`src/rtl/controle_ula.sv`:
```
// -----------------------------------------------------------------------------
// controle_ula -- multi-cycle control unit for a 16-bit register/ULA datapath.
//
// Fetches a 9-bit instruction word from the top of DIN when Run is seen in T0,
// then steps through T1..T3 to drive the bus-source selects, register load
// enables and the ULA operation code. Supported instructions:
//   000 mv  Rx,Ry   (2 cycles)   001 mvi Rx,#D  (2 cycles)
//   010 add Rx,Ry   (4 cycles)   011 sub Rx,Ry  (4 cycles)
//   100..111        no strobes, completes as a NOP (2 cycles)
//
// Ports:
//   Clock     in   system clock, rising edge
//   Reset     in   synchronous active-high reset; forces every output to 0
//   Run       in   start request, only looked at in T0
//   DIN       in   instruction / immediate source (opcode at the top 3 bits)
//   IRin      out  load IR from the top 9 bits of DIN
//   Rin       out  one-hot load enable for R0..R(NREGS-1)
//   Rout      out  one-hot bus-drive enable for R0..R(NREGS-1)
//   Ain       out  load A from Buswires
//   Gin       out  load G from the ULA result
//   Gout      out  G drives Buswires
//   DINout    out  DIN drives Buswires
//   Operacao  out  ULA operation: 00 add, 01 sub
//   Done      out  one-cycle pulse on the last cycle of each instruction
// -----------------------------------------------------------------------------
module controle_ula #(
  parameter int unsigned DATA_WIDTH = 16,
  parameter int unsigned NREGS      = 8
) (
  input  logic                  Clock,
  input  logic                  Reset,
  input  logic                  Run,
  input  logic [DATA_WIDTH-1:0] DIN,
  output logic                  IRin,
  output logic [NREGS-1:0]      Rin,
  output logic [NREGS-1:0]      Rout,
  output logic                  Ain,
  output logic                  Gin,
  output logic                  Gout,
  output logic                  DINout,
  output logic [1:0]            Operacao,
  output logic                  Done
);

  localparam int unsigned IrWidth = 9;

  // Instruction opcodes (IR[8:6]).
  localparam logic [2:0] OpcMv  = 3'b000;
  localparam logic [2:0] OpcMvi = 3'b001;
  localparam logic [2:0] OpcAdd = 3'b010;
  localparam logic [2:0] OpcSub = 3'b011;

  // ULA operation codes.
  localparam logic [1:0] AluAdd = 2'b00;
  localparam logic [1:0] AluSub = 2'b01;

  typedef enum logic [1:0] {
    StT0 = 2'd0,
    StT1 = 2'd1,
    StT2 = 2'd2,
    StT3 = 2'd3
  } step_e;

  step_e              step_q, step_d;
  logic [IrWidth-1:0] ir_q, ir_d;

  logic [2:0] ir_op;
  logic [2:0] ir_x;
  logic [2:0] ir_y;

  assign ir_op = ir_q[8:6];
  assign ir_x  = ir_q[5:3];
  assign ir_y  = ir_q[2:0];

  // The immediate bits below the instruction field only matter to the datapath
  // (via DINout); the control unit never looks at them.
  logic unused_din_low;
  assign unused_din_low = ^DIN[DATA_WIDTH-IrWidth-1:0];

  // Register index -> one-hot enable vector.
  function automatic logic [NREGS-1:0] reg_onehot(input logic [2:0] idx);
    logic [NREGS-1:0] vec;
    vec = '0;
    for (int unsigned i = 0; i < NREGS; i++) begin
      if (idx == 3'(i)) vec[i] = 1'b1;
    end
    return vec;
  endfunction

  // ---------------------------------------------------------------------------
  // Next-state logic
  // ---------------------------------------------------------------------------
  always_comb begin
    step_d = step_q;
    ir_d   = ir_q;
    unique case (step_q)
      StT0: begin
        if (Run) begin
          ir_d   = DIN[DATA_WIDTH-1 -: IrWidth];
          step_d = StT1;
        end
      end
      StT1: begin
        if (ir_op == OpcAdd || ir_op == OpcSub) begin
          step_d = StT2;
        end else begin
          step_d = StT0;
        end
      end
      StT2:    step_d = StT3;
      StT3:    step_d = StT0;
      default: step_d = StT0;
    endcase
  end

  always_ff @(posedge Clock) begin
    if (Reset) begin
      step_q <= StT0;
      ir_q   <= '0;
    end else begin
      step_q <= step_d;
      ir_q   <= ir_d;
    end
  end

  // ---------------------------------------------------------------------------
  // Output decode. Everything is held at 0 while Reset is high, including the
  // Run-dependent IRin, so the datapath sees no strobe during reset.
  // ---------------------------------------------------------------------------
  always_comb begin
    IRin     = 1'b0;
    Rin      = '0;
    Rout     = '0;
    Ain      = 1'b0;
    Gin      = 1'b0;
    Gout     = 1'b0;
    DINout   = 1'b0;
    Operacao = AluAdd;
    Done     = 1'b0;

    if (!Reset) begin
      // Taken from IR only, so it is already settled when A loads in T1 and
      // G loads in T2.
      Operacao = (ir_op == OpcSub) ? AluSub : AluAdd;

      unique case (step_q)
        StT0: begin
          IRin = Run;
        end
        StT1: begin
          case (ir_op)
            OpcMv: begin
              Rout = reg_onehot(ir_y);
              Rin  = reg_onehot(ir_x);
              Done = 1'b1;
            end
            OpcMvi: begin
              DINout = 1'b1;
              Rin    = reg_onehot(ir_x);
              Done   = 1'b1;
            end
            OpcAdd, OpcSub: begin
              Rout = reg_onehot(ir_x);
              Ain  = 1'b1;
            end
            default: begin
              // Unused opcode: retire as a NOP.
              Done = 1'b1;
            end
          endcase
        end
        StT2: begin
          Rout = reg_onehot(ir_y);
          Gin  = 1'b1;
        end
        StT3: begin
          Gout = 1'b1;
          Rin  = reg_onehot(ir_x);
          Done = 1'b1;
        end
        default: begin
        end
      endcase
    end
  end

  // ---------------------------------------------------------------------------
  // Structural invariants of the control encoding.
  // ---------------------------------------------------------------------------
  a_bus_exclusive: assert property (@(posedge Clock) disable iff (Reset)
    $onehot0({|Rout, Gout, DINout}));

  a_rin_onehot0: assert property (@(posedge Clock) disable iff (Reset)
    $onehot0(Rin));

  a_rout_onehot0: assert property (@(posedge Clock) disable iff (Reset)
    $onehot0(Rout));

  a_done_returns_t0: assert property (@(posedge Clock) disable iff (Reset)
    Done |=> (step_q == StT0));

endmodule

```
`config.mk`:
```
export PLATFORM = sky130hd
export DESIGN_NAME = controle_ula
export DESIGN_NICKNAME = d
export VERILOG_FILES = /design/src/rtl/controle_ula.sv
export SDC_FILE = /design/constraint.sdc
export NUM_CORES = 1
export LEC_CHECK = 0
export CAP_MARGIN = 20
export CORE_UTILIZATION = 36
export CTS_CLUSTER_SIZE = 40
export DETAILED_ROUTE_END_ITERATION = 7
export HOLD_SLACK_MARGIN = 0.12
export PLACE_DENSITY = 0.85
export SLEW_MARGIN = 10
export SYNTH_ARGS = -nofsm -noshare
export SYNTH_HDL_FRONTEND = slang
export SYNTH_SLANG_ARGS = --single-unit
```
`constraint.sdc`:
```
create_clock -name Clock -period 4.15 [get_ports Clock]
set_input_delay 0.83 -clock Clock [delete_from_list [all_inputs] [get_ports Clock]]
set_output_delay 0.83 -clock Clock [all_outputs]
set_load 0.005 [all_outputs]
```
After elaboration in Yosys (flattened, before gate mapping)
Index checks and enable logic that the tools add are counted.

Word-level logic and storage cells: 73. Input bits: 19. Output and inout bits: 24. Flip-flop bits (word level): 11.

Eq/ne operators: 21. Muxes and demuxes: 42. Reductions and logical operators: 8.

Operator list (number): $pmux 8 s2 (3); $mux 1 (32); $eq 3x3->1 const B (8); $mux 8 (3); $eq 3x2->1 const B (6); $eq 3x1->1 const B (3); $logic_not 3->1 (3); $pmux 2 s4 (1); $eq 2x2->1 const B (2); $mux 2 (2); $reduce_or 2->1 (2); $eq 2x1->1 const B (1); $logic_not 2->1 (1); $ne 2x2->1 const B (1); $pmux 1 s2 (1); $reduce_and 2->1 (1); $logic_or 1x1->1 (1).

Depth between registers and ports, before layout
Gate-level depths: netlist of the first run.

Depth after elaboration: 5. Gate-level depth with buffers: 6.

Worst setup path before layout of the first run
OpenSTA, ideal clock, no wires.

Path type: in2out. Start: in Reset. End: out Rout[1]. Data required time: 3.320 ns. Setup slack: 1.821 ns. Stages: 4. Arrival: 1.499 ns. Buffers on the path: 1. Cells stage by stage: buf_6 > nor2b_2 > nand3b_1 > o32ai_1.

Word-level cells in the longest chain between the ends: 1.

Ends and longest elaborated chain: from (decl) (RTL line 31) `input logic Reset,`; $mux 8 (RTL line 141) `if (!Reset) begin`; to (decl) (RTL line 36) `output logic [NREGS-1:0] Rout,`.

Every way passes these cells.

Worst setup path after layout of the first run
Start: in Reset. End: out Rout[3].

Same word-level chain as after synthesis.

==> metrics.txt, run 1 <==
clock buffer depth 2; global-route wire length before repair 3.07 mm; Overflow after GRT 0; Netlist Area Pre-Place 779 µm²; total negative slack 0 ns; hold_ws 0.496 ns; CP Max Fanout 6; io pins 43; number of synthesized flops with an enable pin 0; fin crit share 0.797; total power 259 µW; Yosys Warn Count 0; FF-to-FF path depth 5; Clock Latency Late Sink 0.26 ns; PD cells 224 nW/µm²; minimum clock period 3.31 ns; final WL 1.87 mm; clock root cell clkbuf_4; count of final setup violators 0; max layer used met4; Met2 Wirelength 900 µm; final hold violations 0; Vias/cell 4.98; WL/cell 11.3 µm; GP Congestion 0.877; Final Max Slew Viols 0; worst vdd ir 150 µV; count of input and output buffers 34; hold depth 2; Critical-path top delay cell clkdlybuf4s50_1; Rows 16; DR iter-0 viols 10; DR vias 827; Synth Flop Type dfxtp_1; Hold Path Class reg2reg; Post-Route M1 WL 824 µm; hpwl dp 1.55 mm; Cell variety after synth 33; mean post-synth cell area 7.42 µm²; max cap viols 0; Clock transition at path regs 0.06 ns; worst r2r dst ir_q[8]$_SDFFE_PP0P_; Clock Sinks 11; Reg2Reg Launch Point step_q[0]$_SDFFE_PP0P_; register area share after synthesis 0.283; post-synthesis async set-or-reset flop share 0; status complete, no violations; critical path arrival 2.48 ns; DR DRC count 0; Initial Utilization 0.389; Die Area 2360 µm²; Synth Register Bits 11; share of layout cells above drive strength 1 0.0719; Antenna Cells 0; Setup CP Type in2out; RSZ-0062 raised after global routing false; Area Overhead vs Synth 48.3%; CTS tree done; Synthesized Nets 129; met3 wire len 126 µm; Cells after Synth 105; Hold Path Sink ir_q[3]$_SDFFE_PP0P_; crit path launch type input port; TritonRoute pass-1 iters 4; Layout Nets 164; pin count of the biggest net entering global routing 18; core area 2000 µm²; Critical Path Sink Type output pin; CP required 3.32 ns; H-tree depth reported by CTS 1; Post-CTS Setup Inserts 0; placed insts 162; die height 48.5 µm; leakage power 0.405 nW; Routed Antenna Nets 0; Max Clk Rate 0.302 GHz; post-CTS sizing 0; flop2flop setup slack 2.80 ns; antenna violations before repair 0; slowest cell delay on critical path 0.56 ns; Die Wd 48.5 µm; cell mode on critical path clkdlybuf4s50_1; total track usage 0.167; hold_buf cts 0; clk_skew 0.00290 ns; Non-Filler Instances 166; crit path cell chain clkdlybuf4s50_1 -> nor2b_2 -> nand3_1 -> o32ai_1 -> clkdlybuf4s50_1; number of global-route vias before repair 697; min-delay src ir_q[3]$_SDFFE_PP0P_; CTS Buf Count 3
[cells by family (layout without fill, tap and decap cells)]
logic type,after synthesis,count (layout),synth area share
AOI/OAI and AO/OA,24,24,0.189
adders and majority gates,5,5,0.0803
buffers and inverters,8,42,0.0546
DFF,11,11,0.283
other,1,1,0.00481
and+or+nand+nor,56,56,0.388
[how the worst max path moves through the flow]
stage | slack [ns] | cells past startpoint | to | startpoint
3_5_place_dp | 0.84 | 5 | Rout[2] | Reset
5_1_grt | 0.75 | 5 | Rout[2] | Reset
2_1_floorplan | 1.82 | 4 | Rout[1] | Reset
3_3_place_gp | 0.87 | 5 | Rout[2] | Reset
4_1_cts | 0.83 | 5 | Rout[2] | Reset
6_report | 0.84 | 5 | Rout[3] | Reset
[cells in the mapped netlist (2+ instances only)]
library cell | n | share of area
nand3b_1 | 3 | 0.029
nand3_1 | 3 | 0.019
clkbuf_1 | 2 | 0.0096
nor3_1 | 4 | 0.026
nand2_1 | 21 | 0.10
nor2_1 | 9 | 0.043
dfxtp_1 | 11 | 0.28
o22ai_1 | 4 | 0.032
a21oi_1 | 11 | 0.071
nor2b_1 | 2 | 0.016
o32ai_1 | 4 | 0.045
nand2b_1 | 3 | 0.024
inv_1 | 3 | 0.014
and2_1 | 2 | 0.016
ha_1 | 5 | 0.080
[routing by layer]
layer,GRT usage,vias to the layer above
met5,0,-
met4,0.103,0
met3,0.0157,2
met2,0.282,39
met1,0.203,352
li1,-,434
[critical path: cells and delay by family]
kind	cells	cell delay (ns)
buffers and inverters	2	0.99
and+or+nand+nor	2	0.40
AOI/OAI and AO/OA	1	0.26
[sequential cells by signal, summed over array words and instances, names as in the netlist, named ones only]
name,cells
step_q,1
ir_q,9
[power breakdown]
part / leakage [nW] / switching [mW] / internal [mW] / total [mW]
sequential: 0.0903 / 0.0104 / 0.113 / 0.123
combinational: 0.300 / 0.0319 / 0.0340 / 0.0659
clock: 0.0150 / 0.0326 / 0.0371 / 0.0697
[cell type report]
| cell class | instances | area (µm²) |
|---|---|---|
| sequential | 11 | 220 |
| tap | 27 | 33.8 |
| clock buffer | 4 | 26.3 |
| timing repair buffer | 35 | 348 |
| fill | 196 | 846 |
| inverter | 3 | 11.3 |
| multi-input combinational | 86 | 517 |
[per-stage QoR]
| stage | instance area, µm² | worst slack, ns | utilization |
|---|---|---|---|
| floorplan | 779 | 1.82 | - |
| global placement | 1130 | 0.873 | 0.564 |
| detailed placement | 1130 | 0.839 | 0.564 |
| CTS | 1160 | 0.831 | 0.578 |
| global route | 1160 | 0.750 | 0.578 |
| finish | 1160 | 0.841 | 0.578 |
[cells in the final DEF (no fill, tap or decap), drive strengths merged]
cell / n
clkdlybuf4s50: 34
nand2: 21
a21oi: 11
dfxtp: 11
nor2: 10
ha: 5
nor3: 4
o22ai: 4
o32ai: 4
clkbuf: 4
inv: 3
nand2b: 3
nand3: 3
nand3b: 3
nor2b: 3
and2: 2
nor3b: 2
o21ai: 2
o211ai: 1
or2: 1
and3b: 1
nor4b: 1
or2b: 1
and3: 1
a21o: 1
a211oi: 1
conb: 1
buf: 1
Note: power is estimated with default switching activity, not from simulation.
==> run 2, diff against run 1 <==
Clock period 4.15 ns to 3.3 ns, I/O delays scaled along.
==> metrics.txt, run 2 (synthesis results as in run 1) <==
Non-Filler Instances 166 (unchanged); worst vdd ir 184 µV (was 150 µV); Die Area 2360 µm² (unchanged); critical path arrival 2.35 ns (was 2.48 ns); H-tree depth reported by CTS 1 (unchanged); CTS Buf Count 3 (unchanged); Routed Antenna Nets 0 (unchanged); status complete, no violations (unchanged); post-CTS sizing 0 (unchanged); count of input and output buffers 34 (unchanged); Sw Share 0.292 (was 0.289); Layout Nets 164 (unchanged); Layout fillers 191 (was 196); Overflow after GRT 0 (unchanged); total negative slack 0 ns (unchanged); hold_ws 0.498 ns (was 0.496 ns); placed cell areas 1130 µm² (unchanged); Die Wd 48.5 µm (unchanged); max cap viols 0 (unchanged); PD cells 283 nW/µm² (was 224 nW/µm²); Rows 16 (unchanged); Hold Path Class reg2reg (unchanged); commonest non-fill, non-tap cell in the layout clkdlybuf4s50_1 (unchanged); Top Registers ir_q x9, step_q x1 (unchanged); Clock transition at path regs 0.06 ns (about the same); Setup CP Type in2out (unchanged); count of final setup violators 0 (unchanged); Initial Utilization 0.389 (unchanged); final WL 1.91 mm (was 1.87 mm); Net Switching 95.5 µW (was 74.9 µW); Largest Register ir_q (unchanged); cell area after layout 1160 µm² (unchanged); CP required 2.64 ns (was 3.32 ns); Clock Sinks 11 (unchanged); Clock Latency Late Sink 0.26 ns (about the same); WL/cell 11.5 µm (was 11.3 µm); DP Worst Slack 0.290 ns (was 0.839 ns); clock buffer depth 2 (unchanged); io pins 43 (unchanged); post-route core utilization 0.578 (unchanged); crit path launch type input port (unchanged); most frequent cells in the layout 34 x clkdlybuf4s50_1, 21 x nand2_1, 11 x a21oi_1, 11 x dfxtp_1, 9 x nor2_1 (unchanged); DR DRC count 0 (unchanged); Antenna Cells 0 (unchanged); Clock Power Share 0.272 (was 0.269); clk_skew 0.00136 ns (was 0.00290 ns); combinational share of power 0.253 (was 0.254); CP Max Fanout 6 (unchanged); final hold violations 0 (unchanged); die height 48.5 µm (unchanged); Post-CTS Setup Inserts 0 (unchanged); Area Overhead vs Synth 48.3% (unchanged); sequential power share 0.475 (was 0.476); CTS tree done (unchanged); DR iter-0 viols 21 (was 10); internal power component 231 µW (was 184 µW); core area 2000 µm² (unchanged); Final Max Slew Viols 0 (unchanged); Max Clk Rate 0.332 GHz; hpwl dp 1.58 mm (was 1.55 mm); pin count of the biggest net entering global routing 17 (was 18); total power 327 µW (was 259 µW); placed insts 162 (unchanged); GP Congestion 0.874 (was 0.877); clock root cell clkbuf_4 (unchanged); minimum clock period 3.01 ns; Critical Path Sink Type output pin (unchanged); share of layout cells above drive strength 1 0.0719 (unchanged); number of global-route vias before repair 715 (was 697); total track usage 0.172 (was 0.167); max reg flops 9 (unchanged); antenna violations before repair 0 (unchanged); fin crit share 0.914; hold_buf cts 0 (unchanged); TritonRoute pass-1 iters 4 (unchanged); global-route wire length before repair 3.14 mm (was 3.07 mm); Final WS setup 0.285 ns (was 0.841 ns); Vias/cell 4.99 (was 4.98); leakage power 0.405 nW (unchanged); DR vias 828 (was 827); RSZ-0062 raised after global routing false (unchanged)
run 2: worst paths after layout:
kind / startpoint / to / slack, ns / cells after the start
max: Reset / Rout[2] / 0.29 / 5
min: ir_q[3]$_SDFFE_PP0P_ / ir_q[3]$_SDFFE_PP0P_ / 0.50 / 2
max reg2reg: step_q[0]$_SDFFE_PP0P_ / ir_q[5]$_SDFFE_PP0P_ / 1.95 / 5
min reg2reg: ir_q[3]$_SDFFE_PP0P_ / ir_q[3]$_SDFFE_PP0P_ / 0.50 / 2
run 2: cell type report:
class	count	area [µm²]	share of cell area
multi-input cells	86	517	0.447
repair buffers	35	348	0.301
flip-flops and latches	11	220	0.190
well taps	27	33.8	0.0292
clock buffers	4	26.3	0.0227
inverters	3	11.3	0.00974
run 2: power groups by stage:
stage / Clock [mW] / Combinational [mW] / Sequential (mW)
after global placement: 0 / 0.0797 / 0.157
final: 0.0889 / 0.0828 / 0.155
after floorplan: 0 / 0.0548 / 0.154
after CTS: 0.0919 / 0.0830 / 0.155
after global routing: 0.100 / 0.0920 / 0.157
after detailed placement: 0 / 0.0829 / 0.158
run 2: layer usage:
metal / track usage / routed length [µm]
met1: 0.212 / 886
met2: 0.291 / 933
met3: 0.0126 / 77
met4: 0.103 / 15
met5: 0 / 0
run 2: critical path, cell delays in order:
cell and delay (ns):
clkdlybuf4s50_1 0.47, nor2b_2 0.24, nand3b_1 0.14, o32ai_1 0.28, clkdlybuf4s50_1 0.56
==> run 3, diff against run 2 <==
Settings changed: ABC_AREA from default to 0, PLACE_DENSITY 0.85 to default, PLACE_DENSITY_LB_ADDON from default to 0.3.
==> metrics.txt, run 3 (synthesis results as in run 1) <==
status complete, no violations (unchanged); slowest cell delay on critical path 0.53 ns (was 0.56 ns); Max Clk Rate 0.336 GHz (was 0.332 GHz); GP Congestion 0.761 (was 0.874); commonest non-fill, non-tap cell in the layout clkdlybuf4s50_1 (unchanged); global-route wire length before repair 3.13 mm (was 3.14 mm); Die Wd 48.5 µm (unchanged); H-tree depth reported by CTS 1 (unchanged); Area Overhead vs Synth 49.3% (was 48.3%); Clock Sinks 11 (unchanged); placed cell areas 1140 µm² (was 1130 µm²); CTS Buf Count 3 (unchanged); Non-Filler Instances 167 (was 166); Critical-path top delay cell clkdlybuf4s50_1 (unchanged); fin crit share 0.903 (was 0.914); antenna violations before repair 0 (unchanged); DP Worst Slack 0.349 ns (was 0.290 ns); TritonRoute pass-1 iters 4 (unchanged); PD cells 287 nW/µm² (was 283 nW/µm²); Layout Nets 165 (was 164); hold depth 2 (unchanged); count of final setup violators 0 (unchanged); Rows 16 (unchanged); cell mode on critical path clkdlybuf4s50_1 (unchanged); Setup CP Type in2out (unchanged); Clock transition at path regs 0.07 ns (was 0.06 ns); DR DRC count 0 (unchanged); Critical Path Sink Type output pin (unchanged); clock buffer depth 2 (unchanged); Top Registers ir_q x9, step_q x1 (unchanged); critical path arrival 2.32 ns (was 2.35 ns); minimum clock period 2.98 ns (was 3.01 ns); CP Max Fanout 17 (was 6); cell area after layout 1160 µm² (about the same); die height 48.5 µm (unchanged); most frequent cells in the layout 34 x clkdlybuf4s50_1, 21 x nand2_1, 11 x a21oi_1, 11 x dfxtp_1, 9 x nor2_1 (unchanged); worst vdd ir 196 µV (was 184 µV); Hold Path Sink ir_q[1]$_SDFFE_PP0P_ (was ir_q[3]$_SDFFE_PP0P_); placed insts 163 (was 162); io pins 43 (unchanged); total track usage 0.173 (was 0.172); share of layout cells above drive strength 1 0.0786 (was 0.0719); crit path cell chain clkdlybuf4s50_1 -> buf_4 -> inv_1 -> o21ai_1 -> nor3_1 -> clkdlybuf4s50_1 (was clkdlybuf4s50_1 -> nor2b_2 -> nand3b_1 -> o32ai_1 -> clkdlybuf4s50_1); crit path launch type input port (unchanged); CP delay by family, top buffers and inverters (unchanged); max reg flops 9 (unchanged); multi-input logic area 517 µm² (unchanged); RSZ-0062 raised after global routing false (unchanged); Layout fillers 183 (was 191); number of global-route vias before repair 657 (was 715); Overflow after GRT 0 (unchanged); total power 334 µW (was 327 µW); flop2flop setup slack 1.96 ns (was 1.95 ns); post-route core utilization 0.581 (was 0.578); CP required 2.64 ns (about the same); DR vias 833 (was 828); FF-to-FF path depth 6 (was 5); leakage power 0.410 nW (was 0.405 nW); Die Area 2360 µm² (unchanged); post-CTS sizing 0 (unchanged); clock root cell clkbuf_4 (unchanged); final WL 2.00 mm (was 1.91 mm); Final WS setup 0.320 ns (was 0.285 ns); total negative slack 0 ns (unchanged); hold_buf cts 0 (unchanged); Vias/cell 4.99 (about the same); WL/cell 12.0 µm (was 11.5 µm); count of input and output buffers 34 (unchanged); Clock Latency Late Sink 0.27 ns (was 0.26 ns); Post-CTS Setup Inserts 0 (unchanged); final hold violations 0 (unchanged); CTS tree done (unchanged); core area 2000 µm² (unchanged); DR iter-0 viols 26 (was 21); Final Max Slew Viols 0 (unchanged); max cap viols 0 (unchanged); hpwl dp 1.54 mm (was 1.58 mm); clk_skew 0.00347 ns (was 0.00136 ns); pin count of the biggest net entering global routing 18 (was 17); Antenna Cells 0 (unchanged); Largest Register ir_q (unchanged); Initial Utilization 0.389 (unchanged); worst r2r dst ir_q[8]$_SDFFE_PP0P_ (was ir_q[5]$_SDFFE_PP0P_); Routed Antenna Nets 0 (unchanged); Reg2Reg Launch Point step_q[0]$_SDFFE_PP0P_ (unchanged); Worst Path Buf+Inv 4 (was 2); hold_ws 0.499 ns (was 0.498 ns); register area 220 µm² (unchanged); Hold Path Class reg2reg (unchanged); min-delay src ir_q[1]$_SDFFE_PP0P_ (was ir_q[3]$_SDFFE_PP0P_)
## run 3: report_power, final
part / switching, mW / total (mW) / internal [mW]
registers: 0.0132 / 0.155 / 0.142
logic: 0.0413 / 0.0856 / 0.0443
clock network: 0.0470 / 0.0938 / 0.0468
total: 0.102 / 0.334 / 0.233
## run 3: worst reg2reg max path: cells and delay by family (launching register included)
family                   cells  cell delay (ns)
adder cells (fa/ha/maj)      1             0.24
AND/OR/NAND/NOR              2             0.17
AO/OA/AOI/OAI                1             0.14
flip-flops                   1             0.44
buffers and inverters        2             0.28
## run 3: how the worst max path moves through the flow
stage	start	end	slack (ns)	depth (start not counted)
floorplan	Reset	Rout[1]	1.31	4
global placement	Reset	Rin[0]	0.37	6
detailed placement	Reset	Rin[1]	0.35	6
CTS	Reset	Rin[1]	0.34	6
global route	step_q[0]$_SDFFE_PP0P_	Rout[3]	0.17	6
finish	Reset	Rin[3]	0.32	6
## run 3: final cells by class
| class | count | share of cell area |
|---|---|---|
| clock buffer | 4 | 0.0226 |
| inverter | 3 | 0.00968 |
| multi-input combinational | 86 | 0.444 |
| sequential | 11 | 0.189 |
| tap | 27 | 0.0290 |
| timing repair buffer | 36 | 0.305 |
## run 3: per-layer routing
layer	global-route usage	part of all wire
met2	0.261	0.45
met1	0.240	0.50
met4	0.0588	0
met3	0.0440	0.053
met5	0	0
